===== src/rtl/fir_output_stage.sv =====
// fir_output_stage
//   Output stage behind the pipelined FIR MAC.
//   - Each fir_in word flagged by in_valid is registered one cycle later.
//   - On that edge it is rounded, scaled down by SHIFT and saturated to OUT_WIDTH.
//   - Results queue in a DEPTH-entry FIFO drained through a valid/ready handshake.
//   - The MAC is never stalled. A word that arrives while the FIFO is full and
//     nothing is popping is dropped, and the sticky overflow flag is set.
//
// Ports
//   clock      system clock, rising edge
//   reset      asynchronous active-high reset, clears all state and queued words
//   fir_in     unsigned FIR result (IN_WIDTH)
//   in_valid   fir_in carries a new result this cycle
//   out_data   head-of-FIFO word (OUT_WIDTH)
//   out_valid  out_data is valid (FIFO not empty)
//   out_ready  consumer takes out_data at this rising edge
//   sat_flag   head word was saturated
//   overflow   sticky: a result was dropped because the FIFO was full
//   count      FIFO occupancy, 0..DEPTH
//
// Occupancy (count is the state register)
//   state   | meaning
//   EMPTY   | count == 0, out_valid low, pops ignored
//   PARTIAL | 0 < count < DEPTH, writes and pops both accepted
//   FULL    | count == DEPTH, a write is accepted only alongside a pop
module fir_output_stage #(
   parameter int IN_WIDTH  = 14,
   parameter int OUT_WIDTH = 8,
   parameter int SHIFT     = 3,
   parameter int DEPTH     = 4,
   parameter int CNT_W     = 3
) (
   input  logic                 clock,
   input  logic                 reset,
   input  logic [IN_WIDTH-1:0]  fir_in,
   input  logic                 in_valid,
   output logic [OUT_WIDTH-1:0] out_data,
   output logic                 out_valid,
   input  logic                 out_ready,
   output logic                 sat_flag,
   output logic                 overflow,
   output logic [CNT_W-1:0]     count
);

   localparam int PTR_W = $clog2(DEPTH);
   localparam int RW    = IN_WIDTH + 1;
   localparam logic [RW-1:0]    HALF    = RW'(2 ** (SHIFT - 1));
   localparam logic [RW-1:0]    MAX_OUT = RW'(2 ** OUT_WIDTH - 1);
   localparam logic [CNT_W-1:0] FULL_CNT = CNT_W'(DEPTH);

   // Stage 1: round and saturate.
   // The sum is one bit wider than fir_in, so the rounding add cannot wrap.
   logic [RW-1:0]        rounded;
   logic [OUT_WIDTH-1:0] word_c;
   logic                 sat_c;

   always_comb begin
      rounded = ({1'b0, fir_in} + HALF) >> SHIFT;
      word_c  = rounded[OUT_WIDTH-1:0];
      sat_c   = 1'b0;
      if (rounded > MAX_OUT) begin
         word_c = '1;
         sat_c  = 1'b1;
      end
   end

   logic                 s1_valid;
   logic [OUT_WIDTH-1:0] s1_word;
   logic                 s1_sat;

   always_ff @(posedge clock or posedge reset) begin
      if (reset) begin
         s1_valid <= 1'b0;
         s1_word  <= '0;
         s1_sat   <= 1'b0;
      end else begin
         s1_valid <= in_valid;
         if (in_valid) begin
            s1_word <= word_c;
            s1_sat  <= sat_c;
         end
      end
   end

   // Stage 2: FIFO.
   // Each entry holds {sat, word}. Entries are cleared on reset so that
   // out_data reads 0 while the FIFO is empty after reset.
   logic [OUT_WIDTH:0] mem [DEPTH];
   logic [PTR_W-1:0]   wr_ptr;
   logic [PTR_W-1:0]   rd_ptr;
   logic               full;
   logic               pop;
   logic               wr_acc;

   always_comb begin
      full   = (count == FULL_CNT);
      pop    = (count != '0) && out_ready;
      // When FULL, a write is legal only because the pop frees the head slot on the same edge.
      wr_acc = s1_valid && (!full || pop);
   end

   always_ff @(posedge clock or posedge reset) begin
      if (reset) begin
         for (int i = 0; i < DEPTH; i++) mem[i] <= '0;
         wr_ptr   <= '0;
         rd_ptr   <= '0;
         count    <= '0;
         overflow <= 1'b0;
      end else begin
         if (wr_acc) begin
            mem[wr_ptr] <= {s1_sat, s1_word};
            wr_ptr      <= wr_ptr + 1'b1;
         end
         if (pop)
            rd_ptr <= rd_ptr + 1'b1;
         if (s1_valid && !wr_acc)
            overflow <= 1'b1;
         if (wr_acc && !pop)
            count <= count + CNT_W'(1);
         else if (!wr_acc && pop)
            count <= count - CNT_W'(1);
      end
   end

   // Outputs are decoded from registered state only; out_ready never reaches them combinationally.
   always_comb begin
      out_valid = (count != '0);
      out_data  = mem[rd_ptr][OUT_WIDTH-1:0];
      sat_flag  = mem[rd_ptr][OUT_WIDTH];
   end

endmodule


===== config.mk =====
export PLATFORM = sky130hd
export DESIGN_NAME = fir_output_stage
export DESIGN_NICKNAME = d
export VERILOG_FILES = /design/src/rtl/fir_output_stage.sv
export SDC_FILE = /design/constraint.sdc
export NUM_CORES = 1
export LEC_CHECK = 0
export BUFFER_PORTS_ARGS = -buffer_cell sky130_fd_sc_hd__buf_2
export CAP_MARGIN = 30
export CORE_ASPECT_RATIO = 2
export CORE_MARGIN = 5
export CORE_UTILIZATION = 62
export DETAILED_ROUTE_END_ITERATION = 7
export GPL_ROUTABILITY_DRIVEN = 1
export GPL_TIMING_DRIVEN = 0
export PLACE_DENSITY = 0.85
export SLEW_MARGIN = 10
export SYNTH_ARGS = -nofsm -noshare
export SYNTH_HDL_FRONTEND = slang
export SYNTH_SLANG_ARGS = --single-unit

===== constraint.sdc =====
create_clock -name clock -period 5.15 [get_ports clock]
set_input_delay 0.2575 -clock clock [delete_from_list [all_inputs] [get_ports clock]]
set_output_delay 0.2575 -clock clock [all_outputs]
set_load 0.01 [all_outputs]

==> results of run 1 <==
per-stage QoR:
stage | instance area, µm² | hold slack, ns | utilization, %
floorplan | 2580 | 0.289 | -
global placement | 2790 | 0.403 | 68.2
detailed placement | 2810 | 0.228 | 68.7
CTS | 2930 | 0.0861 | 71.6
global route | 2930 | 0.0823 | 71.6
finish | 2930 | 0.0932 | 71.6
registers in the layout, indices dropped and copies added (netlist names):
signal,flops
count,3
s1_word,8
mem,36
s1_valid,1
overflow,1
wr_ptr,2
rd_ptr,2
s1_sat,1
worst min-delay path by stage:
stage	start	to
2_1_floorplan	in_valid	s1_valid
3_3_place_gp	in_valid	s1_valid
3_5_place_dp	reset	count[2]
4_1_cts	in_valid	s1_valid
5_1_grt	in_valid	s1_valid
6_report	in_valid	s1_valid
power by group:
group / total (µW) / switching (µW) / internal, µW
registers: 666 / 94.4 / 572
logic: 595 / 275 / 320
clock network: 274 / 131 / 143
cells in the mapped netlist (2+ instances only):
cell / count / area [µm²]
a21oi_1: 7 / 35.0
xor2_1: 5 / 43.8
nor2_1: 15 / 56.3
nand2_8: 4 / 80.1
dfrtp_1: 54 / 1350
mux2_4: 5 / 75.1
buf_2: 2 / 10.0
nand3_1: 4 / 20.0
mux2_2: 32 / 360
inv_1: 5 / 18.8
nand2_1: 5 / 18.8
mux4_2: 9 / 203
ha_1: 6 / 75.1
xnor2_1: 8 / 70.1
logic make-up after synthesis:
group | Yosys count | synth area share (%)
xor+xnor | 13 | 4.42
mux | 47 | 25.3
compound gates | 10 | 2.18
fa+ha+maj | 7 | 3.69
buf+inv | 9 | 1.70
simple gates | 37 | 10.3
flops | 54 | 52.4
layer usage:
| metal | global-route usage [%] | vias to the layer above | wire (µm) |
|---|---|---|---|
| met5 | 0 | - | 0 |
| met4 | 6.55 | 0 | 95 |
| met3 | 2.93 | 9 | 151 |
| met2 | 39.1 | 29 | 2830 |
| met1 | 21.4 | 811 | 1750 |
| li1 | - | 703 | - |
worst max-delay path: stages (launching register included):
cell,delay [ns]
dfrtp_1,0.48
or3_1,0.45
nand2_1,0.13
ha_1,0.19
inv_1,0.06
fa_1,0.37
xor2_1,0.15
nor2_1,0.12
xor2_1,0.20
layout make-up:
| cell class | instances | area (µm²) | area share [%] |
|---|---|---|---|
| inverters | 5 | 18.8 | 0.641 |
| multi-input cells | 114 | 1180 | 40.4 |
| plain buffers | 4 | 25.0 | 0.855 |
| well taps | 52 | 65.1 | 2.22 |
| clock inverters | 3 | 40.0 | 1.37 |
| flip-flops and latches | 54 | 1350 | 46.2 |
| clock buffers | 5 | 68.8 | 2.35 |
| repair buffers | 31 | 175 | 5.98 |
==> out/qor.txt, run 1 <==
#FFs+latches synth: 54
Worst-margin pin slew: 0.727 ns
# rows: 33
Fill cells: 281
N_diodes: 0
Max-slew violations: 0
Critical path class: flop to flop
Fin crit share: 43.4%
Port Buffers: 29
Skew final: 0.00983 ns
Synthesis-to-layout area growth: 13.5%
Vias in the first global route: 1766
Share of layout cells above drive strength 1: 45.8%
Relative slew slack: 51.5%
Min-Delay Path Depth: 1
Hpwl dp: 3.73 mm
Power per standard cell area: 525 mW/mm²
Number of max-cap violations: 0
Final net count: 240
Root Driver: clkbuf_8
Insertion delay to the later sink of the worst-skew pair: 0.30 ns
Static Leakage: 0.00109 µW
Post-synthesis net count: 202
Total GRT Usage: 19.9%
Grt ovf: 0
Status: finished clean
Die Ht: 101 µm
Mapped cell area: 0.00258 mm²
Reg2reg start: count[0]
Distinct cells, synth: 30
Final wirelength: 4.83 mm
Clock H-tree levels: 2
Setup Buffers After CTS: 0
Fmax: 447 MHz
Worst R2R End: count[2]
Antenna-violating nets left: 0
Pre-antenna DRT Iters: 3
Avg WL per Cell: 18.0 µm
Avg Inst Size Synth: 14.6 µm²
CP Max Fanout: 5
Post-route DRC: 0
Total power: 1540 µW
TritonCTS buffer count: 5
Initial Util: 63.1%
EDFF count, synth: 0
Final Non-Filler Cells: 268
Initial antenna violation count: 0
Reg2Reg Depth: 8
Setup TNS: 0 ns
Resize count post-CTS: 0
Final min period: 2.24 ns
Yosys warns: 0
Mapped Cells: 177
CTS tree: done
Critical path launch point: count[0]
R2R setup slack: 2.91 ns
Most used flip-flop cell after synthesis: dfrtp_1
Final setup margin: 2.91 ns
Final setup viols: 0
Clock-pin slew on the worst setup and hold paths: 0.10 ns
Clock Path Buffers: 2
Max rail drop VDD: 0.364 mV
Worst Setup EP: count[2]
Largest net degree at the start of global routing: 42
Initial DRC Count: 21
Commonest non-fill, non-tap cell in the layout: dfrtp_1
Crit path DAT: 2.46 ns
Hold crit path type: input port to flop
Fraction of the yosys area taken by sequential cells: 52.4%
First-pass GRT wire length: 8.69 mm
Post-placement cell count: 259
CP required: 5.37 ns
Final Hold Viols: 0
Io pins: 32
RSZ-0062 raised after global routing: false
Crit start category: flop
Via density: 5.79
DR vias: 1552
Hold buffer count at CTS: 1
Gp weighted congestion: 0.782
Async S/R FF share, synth: 100%
CTS sink cnt: 54
Die Span X: 55.6 µm
Full die area: 0.00563 mm²
Core footprint: 0.00409 mm²
Crit end category: flop
Most frequent cells in the layout: dfrtp_1, mux2_2, buf_2
Dpl ws: 2.94 ns
(Power assumes the default switching activity.)
==> run 2: changes to the inputs <==
- ABC_AREA: not set -> 1
- CORE_UTILIZATION: 62 -> 52
- PLACE_DENSITY: 0.85 -> 0.76
- clock period: 5.15 -> 1.83 ns (I/O delays scaled with it)
==> run 2 against run 1 <==
The flow now finishes with violations (setup timing). Area after synthesis grew 11%. Die area grew 27%. Sequential share of layout area shrank 5.9 points. Wire length grew 49%. Clock-buffer cell count grew 2. Cell area grew 15%. Setup slack lost 3.1 ns. Worst hold slack lost 0.046 ns. Final cell count grew 73%. Clock skew grew 0.0065 ns. Register-to-register slack lost 3.1 ns. Largest cell class is now multi-input gates. Largest power group is now combinational logic.
==> out/qor.txt, run 2 <==
Status: finished, violations left
Violated checks: setup timing
Mapped cell area: 0.00286 mm² (+11%)
Max FFs per register: 36 (unchanged)
CP peak stage delay: 0.44 ns (-0.04 ns)
Root Driver: clkbuf_8
Initial antenna violation count: 0 (unchanged)
Most frequent cells in the layout: nand2_1, dfrtp_1, o21ai_0
CTS tree: done
Crit end category: flop
Gp weighted congestion: 0.825 (+5.5%)
Io pins: 32 (unchanged)
Min-Delay Path Depth: 3 (+2)
Clock Path Buffers: 2 (unchanged)
Fin crit share: 110% (+67 points)
Max-slew violations: 0 (unchanged)
Final min period: 2.02 ns (-0.219 ns)
Post-route DRC: 0 (unchanged)
First-pass GRT wire length: 11.6 mm (+33%)
Clock-pin slew on the worst setup and hold paths: 0.10 ns (about the same)
Reg2reg start: count[0]
Total GRT Usage: 21.1% (+1.1 points)
DR vias: 2522 (+63%)
Full die area: 0.00717 mm² (+27%)
Final Hold Viols: 0 (unchanged)
# rows: 38 (+15%)
N_diodes: 0 (unchanged)
Antenna-violating nets left: 0 (unchanged)
Sequence of cells on the critical path: nor2_4 -> buf_4 -> nand3_4 -> nand2_4 -> buf_12 -> inv_6 -> ha_4 -> inv_2 -> fa_2 -> mux2_2
Insertion delay to the later sink of the worst-skew pair: 0.33 ns (+0.03 ns)
Fraction of the yosys area taken by sequential cells: 47.3% (-5.1 points)
Final net count: 427 (+78%)
Leading area contributor after synthesis: dfrtp_1
Initial DRC Count: 97 (+360%)
Static Leakage: 0.00160 µW (+46%)
Via density: 5.45 (-5.9%)
Top cell type's share of synthesized area: 47.3% (-5.1 points)
Die Span X: 62.4 µm (+12%)
Post-synthesis net count: 379 (+88%)
CTS sink cnt: 54 (unchanged)
Mapped Cells: 354 (+100%)
Final wirelength: 7.20 mm (+49%)
Number of max-cap violations: 0 (unchanged)
Port Buffers: 29 (unchanged)
Bufs and invs on worst path: 4 (+3)
Critical path class: flop to flop
TritonCTS buffer count: 5 (unchanged)
Worst-margin pin slew: 0.478 ns (-0.250 ns)
Clock H-tree levels: 2 (unchanged)
Most used flip-flop cell after synthesis: dfrtp_1
Final Non-Filler Cells: 463 (+73%)
RSZ-0062 raised after global routing: true
Share of layout cells above drive strength 1: 22.3% (-24 points)
Async S/R FF share, synth: 100% (unchanged)
Die Ht: 115 µm (+13%)
Hpwl dp: 5.28 mm (+42%)
EDFF count, synth: 0 (unchanged)
Vias in the first global route: 2481 (+40%)
Post-placement cell count: 444 (+71%)
R2R setup slack: -0.19 ns (-3.10 ns)
Synthesis-to-layout area growth: 17.8%
Max rail drop VDD: 1.22 mV (+230%)
Top reg by flops: mem
Hold crit path type: input port to flop
Yosys warns: 0 (unchanged)
WHS Endpoint: rd_ptr[0]
Relative slew slack: 68.1% (+17 points)
CP Max Fanout: 3 (-2)
CP required: 2.06 ns (-3.31 ns)
Pre-antenna DRT Iters: 4 (+1)
Avg Inst Size Synth: 8.07 µm² (-45%)
Skew final: 0.0163 ns (+0.00649 ns)
Initial Util: 53.2% (-9.9 points)
Synth top area cells: dfrtp_1, nand2_1, o21ai_0
Worst R2R End: count[1]
Core footprint: 0.00537 mm² (+31%)
Avg WL per Cell: 15.5 µm (-14%)
Crit-path slowest cell: dfrtp_2
Distinct cells, synth: 33 (+10%)
Reg2Reg Depth: 10 (+2)
Crit start category: flop
#FFs+latches synth: 54 (unchanged)
Post-synth top cells: nand2_1, dfrtp_1, o21ai_0
Commonest non-fill, non-tap cell in the layout: nand2_1
Hold path start: out_ready
Power per standard cell area: 1590 mW/mm² (+200%)
Largest net degree at the start of global routing: 35 (-17%)
Crit path DAT: 2.24 ns (-0.22 ns)
Most numerous cell in the Yosys netlist: nand2_1
Fmax: 496 MHz (+11%)
Dpl ws: -0.379 ns (-3.31 ns)
Grt ovf: 0 (unchanged)
Top delay family on crit path: adder cells
Top flop regs: mem: 36 flops, s1_word: 8 flops, count: 3 flops
Final setup viols: 2 (+2)
Final setup margin: -0.188 ns (-3.10 ns)
-- run 2: changes by cell type in the layout (fill, tap and decap cells not counted), sizes merged, moves of 2 or more --
cell and delta:
nand2 +99, mux4 -9, or2 +6, nor2 +25, mux2 -36, inv +20, a21oi -2, xnor2 -7
nand3 +7, buf +13, o21ai +58, clkbuf +6, o21a +2, o22ai +7
-- run 2: worst max path at each step --
stage,startpoint,end,slack (ns),depth (start not counted)
final,count[0],count[1],-0.19,10
after global routing,count[0],count[1],-0.26,10
after CTS,count[0],count[1],-0.19,10
after detailed placement,count[1],count[1],-0.38,11
after global placement,reset,count[0],-0.37,2
after floorplan,count[1],count[1],-0.27,11
-- run 2: final cells by class --
class                           instances  area, µm²
Buffer                                 10       72.6
Clock buffer                            7       86.3
Clock inverter                          1       30.0
Fill cell                             516       2010
Inverter                               28        110
Multi-Input combinational cell        260       1370
Sequential cell                        54       1350
Tap cell                               60       75.1
Timing Repair Buffer                   43        268
-- run 2: what timing repair did --
action / in CTS / in global routing
buffers inserted: 9 / 2
endpoints found under the hold margin: 21 / 0
hold buffers: 2 / 0
gates resized for setup: 13 / 4
pin swaps: 5 / 1
endpoints found under the setup margin: 11 / 10
-- run 2: report_power, final --
| group | internal, µW | total (µW) | leakage [µW] | switching (µW) |
|---|---|---|---|---|
| combinational | 973 | 2500 | 0.000928 | 1520 |
| sequential | 1710 | 2020 | 0.000613 | 312 |
| clock | 446 | 833 | 0.0000585 | 387 |
-- run 2: worst reg2reg max path, cell delays in order, from the launching register on --
cell	delay [ns]
dfrtp_2	0.44
nor2_4	0.14
buf_4	0.14
nand3_4	0.09
nand2_4	0.08
buf_12	0.10
inv_6	0.03
ha_4	0.14
inv_2	0.06
fa_2	0.43
mux2_2	0.27
-- run 2: through the flow --
| stage | setup TNS (ns) | hold slack, ns | utilization, % | power [µW] | cell area [µm²] |
|---|---|---|---|---|---|
| finish | -0.272 | 0.0471 | 62.7 | 5350 | 3370 |
| detailed placement | -0.723 | 0.140 | 57.9 | 4330 | 3110 |
| floorplan | -0.498 | 0.123 | - | 3520 | 2870 |
| global placement | -12.17 | 0.238 | 57.5 | 4220 | 3090 |
| global route | -0.541 | 0.0823 | 62.7 | 5750 | 3370 |
| CTS | -0.252 | 0.0541 | 62.3 | 5330 | 3350 |
-- run 2: cell families after synthesis --
kind of cell | after synthesis | synth area share (%)
buf+inv | 40 | 5.82
flops | 54 | 47.3
mux | 2 | 0.744
simple gates | 169 | 26.8
xor+xnor | 6 | 2.10
compound gates | 76 | 13.9
fa+ha+maj | 7 | 3.33
-- run 2: per-layer routing --
layer  share of wire [%]  global-route usage [%]  wire (µm)  vias up
li1                    -                       -          -     1238
met1                  34                    20.1       2420     1177
met2                  57                    40.8       4090       87
met4                 4.6                    13.3        333        0
met3                 5.0                    3.03        357       20
met5                   0                       0          0        -
==> run 3: changes to the inputs <==
- GPL_TIMING_DRIVEN: 0 -> 1
==> run 3 against run 2 <==
The run still ends with setup timing left. Total power fell by 1.8%. Die area is the same. Largest cell class unchanged. Highest routed layer unchanged. Setup slack improved by 0.015 ns. Critical path depth stayed put. Final cell count up 0.65%. Clock skew down 0.0099 ns. Global-route usage is 1.0 points lower. Largest power group unchanged. Non-clock buffer count rose by 5. Sequential cell count unchanged. Critical path type unchanged. Clock-buffer cell count decreased by 1.
==> out/qor.txt, run 3 (synthesis results as in run 2) <==
Status: finished, violations left
Violated checks: setup timing
CTS sink cnt: 54 (unchanged)
Avg WL per Cell: 14.5 µm (-6.9%)
Total GRT Usage: 20.0% (-1.0 points)
Final net count: 432 (+1.2%)
Grt ovf: 0 (unchanged)
Crit-path slowest cell: dfrtp_2
Initial Util: 53.2% (unchanged)
Most used cell, CP: nand2_4
Synthesis-to-layout area growth: 18.2%
Static Leakage: 0.00162 µW (+1.1%)
Combinational share of power: 49.4% (+2.8 points)
Clock Path Buffers: 2 (unchanged)
Final wirelength: 6.75 mm (-6.3%)
Root Driver: clkbuf_8
Clock-pin slew on the worst setup and hold paths: 0.09 ns (about the same)
Reg power frac: 38.2% (+0.4 points)
TritonCTS buffer count: 5 (unchanged)
CP Max Fanout: 2 (-1)
Hold crit path type: input port to flop
Worst-margin pin slew: 0.688 ns (+0.210 ns)
Crit start category: flop
Clock H-tree levels: 2 (unchanged)
Core footprint: 0.00537 mm² (unchanged)
Gp weighted congestion: 0.846 (+2.5%)
Via density: 5.35 (-1.9%)
Max-slew violations: 0 (unchanged)
Crit end category: flop
Fin crit share: 109% (-0.82 points)
Die Ht: 115 µm (unchanged)
Critical path class: flop to flop
Insertion delay to the later sink of the worst-skew pair: 0.31 ns (-0.02 ns)
Final setup viols: 3 (+1)
Hpwl dp: 4.75 mm (-10%)
Top reg by flops: mem
Most frequent cells in the layout: nand2_1, dfrtp_1, o21ai_0
Cell-internal power: 3080 µW (-1.7%)
Hold path start: in_valid
Final Hold Viols: 0 (unchanged)
Bufs and invs on worst path: 2 (-2)
Total power: 5250 µW (-1.8%)
Largest net degree at the start of global routing: 55 (+57%)
Port Buffers: 29 (unchanged)
Max rail drop VDD: 1.07 mV (-12%)
Commonest non-fill, non-tap cell in the layout: nand2_1
N_diodes: 0 (unchanged)
Final setup margin: -0.173 ns (+0.0150 ns)
Fmax: 499 MHz (+0.75%)
Io pins: 32 (unchanged)
Reg2reg start: count[1]
Pre-antenna DRT Iters: 4 (unchanged)
Multi-input gate area: 0.00138 mm² (+0.27%)
# rows: 38 (unchanged)
CP required: 2.03 ns (-0.03 ns)
Final min period: 2.00 ns (-0.0150 ns)
RSZ-0062 raised after global routing: true
Dpl ws: -0.118 ns (+0.261 ns)
Fill cells: 493 (-4.5%)
Power per standard cell area: 1560 mW/mm² (-2.2%)
Post-route DRC: 0 (unchanged)
Crit path DAT: 2.20 ns (-0.04 ns)
NetSw: 2170 µW (-2.1%)
Final core utilization: 62.9% (+0.21 points)
Skew final: 0.00646 ns (-0.00987 ns)
CP peak stage delay: 0.43 ns (about the same)
Full die area: 0.00717 mm² (unchanged)
Initial DRC Count: 104 (+7.2%)
Share of layout cells above drive strength 1: 24.1% (+1.8 points)
Relative slew slack: 54.2% (-14 points)
Clk pwr share: 12.3% (-3.3 points)
Storage element area: 0.00135 mm² (unchanged)
Top delay family on crit path: adder cells
Sequence of cells on the critical path: nor2_4 -> nand2_4 -> nand2_4 -> nand3_4 -> nand2_4 -> inv_4 -> ha_4 -> inv_4 -> fa_2 -> mux2_4
DR vias: 2491 (-1.2%)
Antenna-violating nets left: 0 (unchanged)
Number of max-cap violations: 0 (unchanged)
Top flop regs: mem: 36 flops, s1_word: 8 flops, count: 3 flops
CTS tree: done
Initial antenna violation count: 0 (unchanged)
Max FFs per register: 36 (unchanged)
Die Span X: 62.4 µm (unchanged)
First-pass GRT wire length: 11.4 mm (-1.2%)
Critical path launch point: count[1]
Sw Ratio: 41.4% (-0.12 points)
Vias in the first global route: 2492 (+0.44%)
==> run 3: changes by cell type in the layout (fill, tap and decap cells not counted) <==
cell / delta
mux2_4: +1
inv_2: -1
clkbuf_1: -4
inv_6: -1
inv_4: +2
buf_4: +15
dlygate4sd3_1: -1
clkbuf_4: -2
buf_12: -1
mux2_2: -1
bufinv_16: -1
buf_2: -3
==> run 3: power by group through the flow <==
| stage | clock (µW) | sequential [µW] | combinational (µW) |
|---|---|---|---|
| CTS | 669 | 2000 | 2530 |
| global route | 708 | 2070 | 2880 |
| finish | 649 | 2010 | 2600 |
| global placement | 0 | 2000 | 2330 |
| floorplan | 0 | 1960 | 1550 |
| detailed placement | 0 | 2030 | 2390 |
==> run 3: worst reg2reg max path, cell delays in order (launching register included) <==
cell	delay, ns
dfrtp_2	0.43
nor2_4	0.14
nand2_4	0.08
nand2_4	0.10
nand3_4	0.09
nand2_4	0.09
inv_4	0.04
ha_4	0.16
inv_4	0.05
fa_2	0.43
mux2_4	0.29
==> run 3: repair_timing <==
| item | 4_1_cts | 5_1_grt |
|---|---|---|
| gates resized for setup | 3 | 7 |
| cloned | 0 | 0 |
| endpoints found under the setup margin | 2 | 15 |
| endpoints found under the hold margin | 54 | 0 |
| pin swaps | 5 | 7 |
| buffers inserted | 12 | 2 |
| hold buffers | 1 | 0 |
==> run 3: final timing paths <==
| check | end | slack [ns] | depth (start not counted) |
|---|---|---|---|
| worst max-delay path | count[1] | -0.17 | 10 |
| worst min register to register | overflow | 0.48 | 1 |
| min in group asynchronous | mem[0] | 0.51 | 4 |
| worst min-delay path | s1_valid | 0.04 | 1 |
| worst max register to register | count[1] | -0.17 | 10 |
| max in group asynchronous | count[0] | 0.82 | 4 |
==> run 3: per-stage QoR <==
step | TNS (ns) | cell area [µm²] | hold WS (ns) | cells
after detailed placement | -0.153 | 3150 | 0.314 | 448
after global placement | -0.0525 | 3150 | 0.308 | 448
after global routing | -1.31 | 3380 | 0.0321 | 466
final | -0.237 | 3380 | 0.0353 | 466
after floorplan | -0.498 | 2870 | 0.123 | 354
after CTS | -0.184 | 3360 | 0.0219 | 467
==> run 3: area by class of cell <==
| type | instances | share of cell area, % |
|---|---|---|
| clock buffer | 6 | 2.44 |
| timing repair buffer | 58 | 11.3 |
| inverter | 28 | 3.26 |
| multi-input combinational | 260 | 40.7 |
| tap | 60 | 2.22 |
| sequential | 54 | 40.1 |
==> run 3: per-layer routing <==
layer / share of wire, % / track usage (%) / up-vias
met3: 3.3 / 3.23 / 13
met4: 2.8 / 9.92 / 0
met5: 0 / 0 / -
met2: 57 / 38.1 / 50
met1: 37 / 20.7 / 1182
li1: - / - / 1246
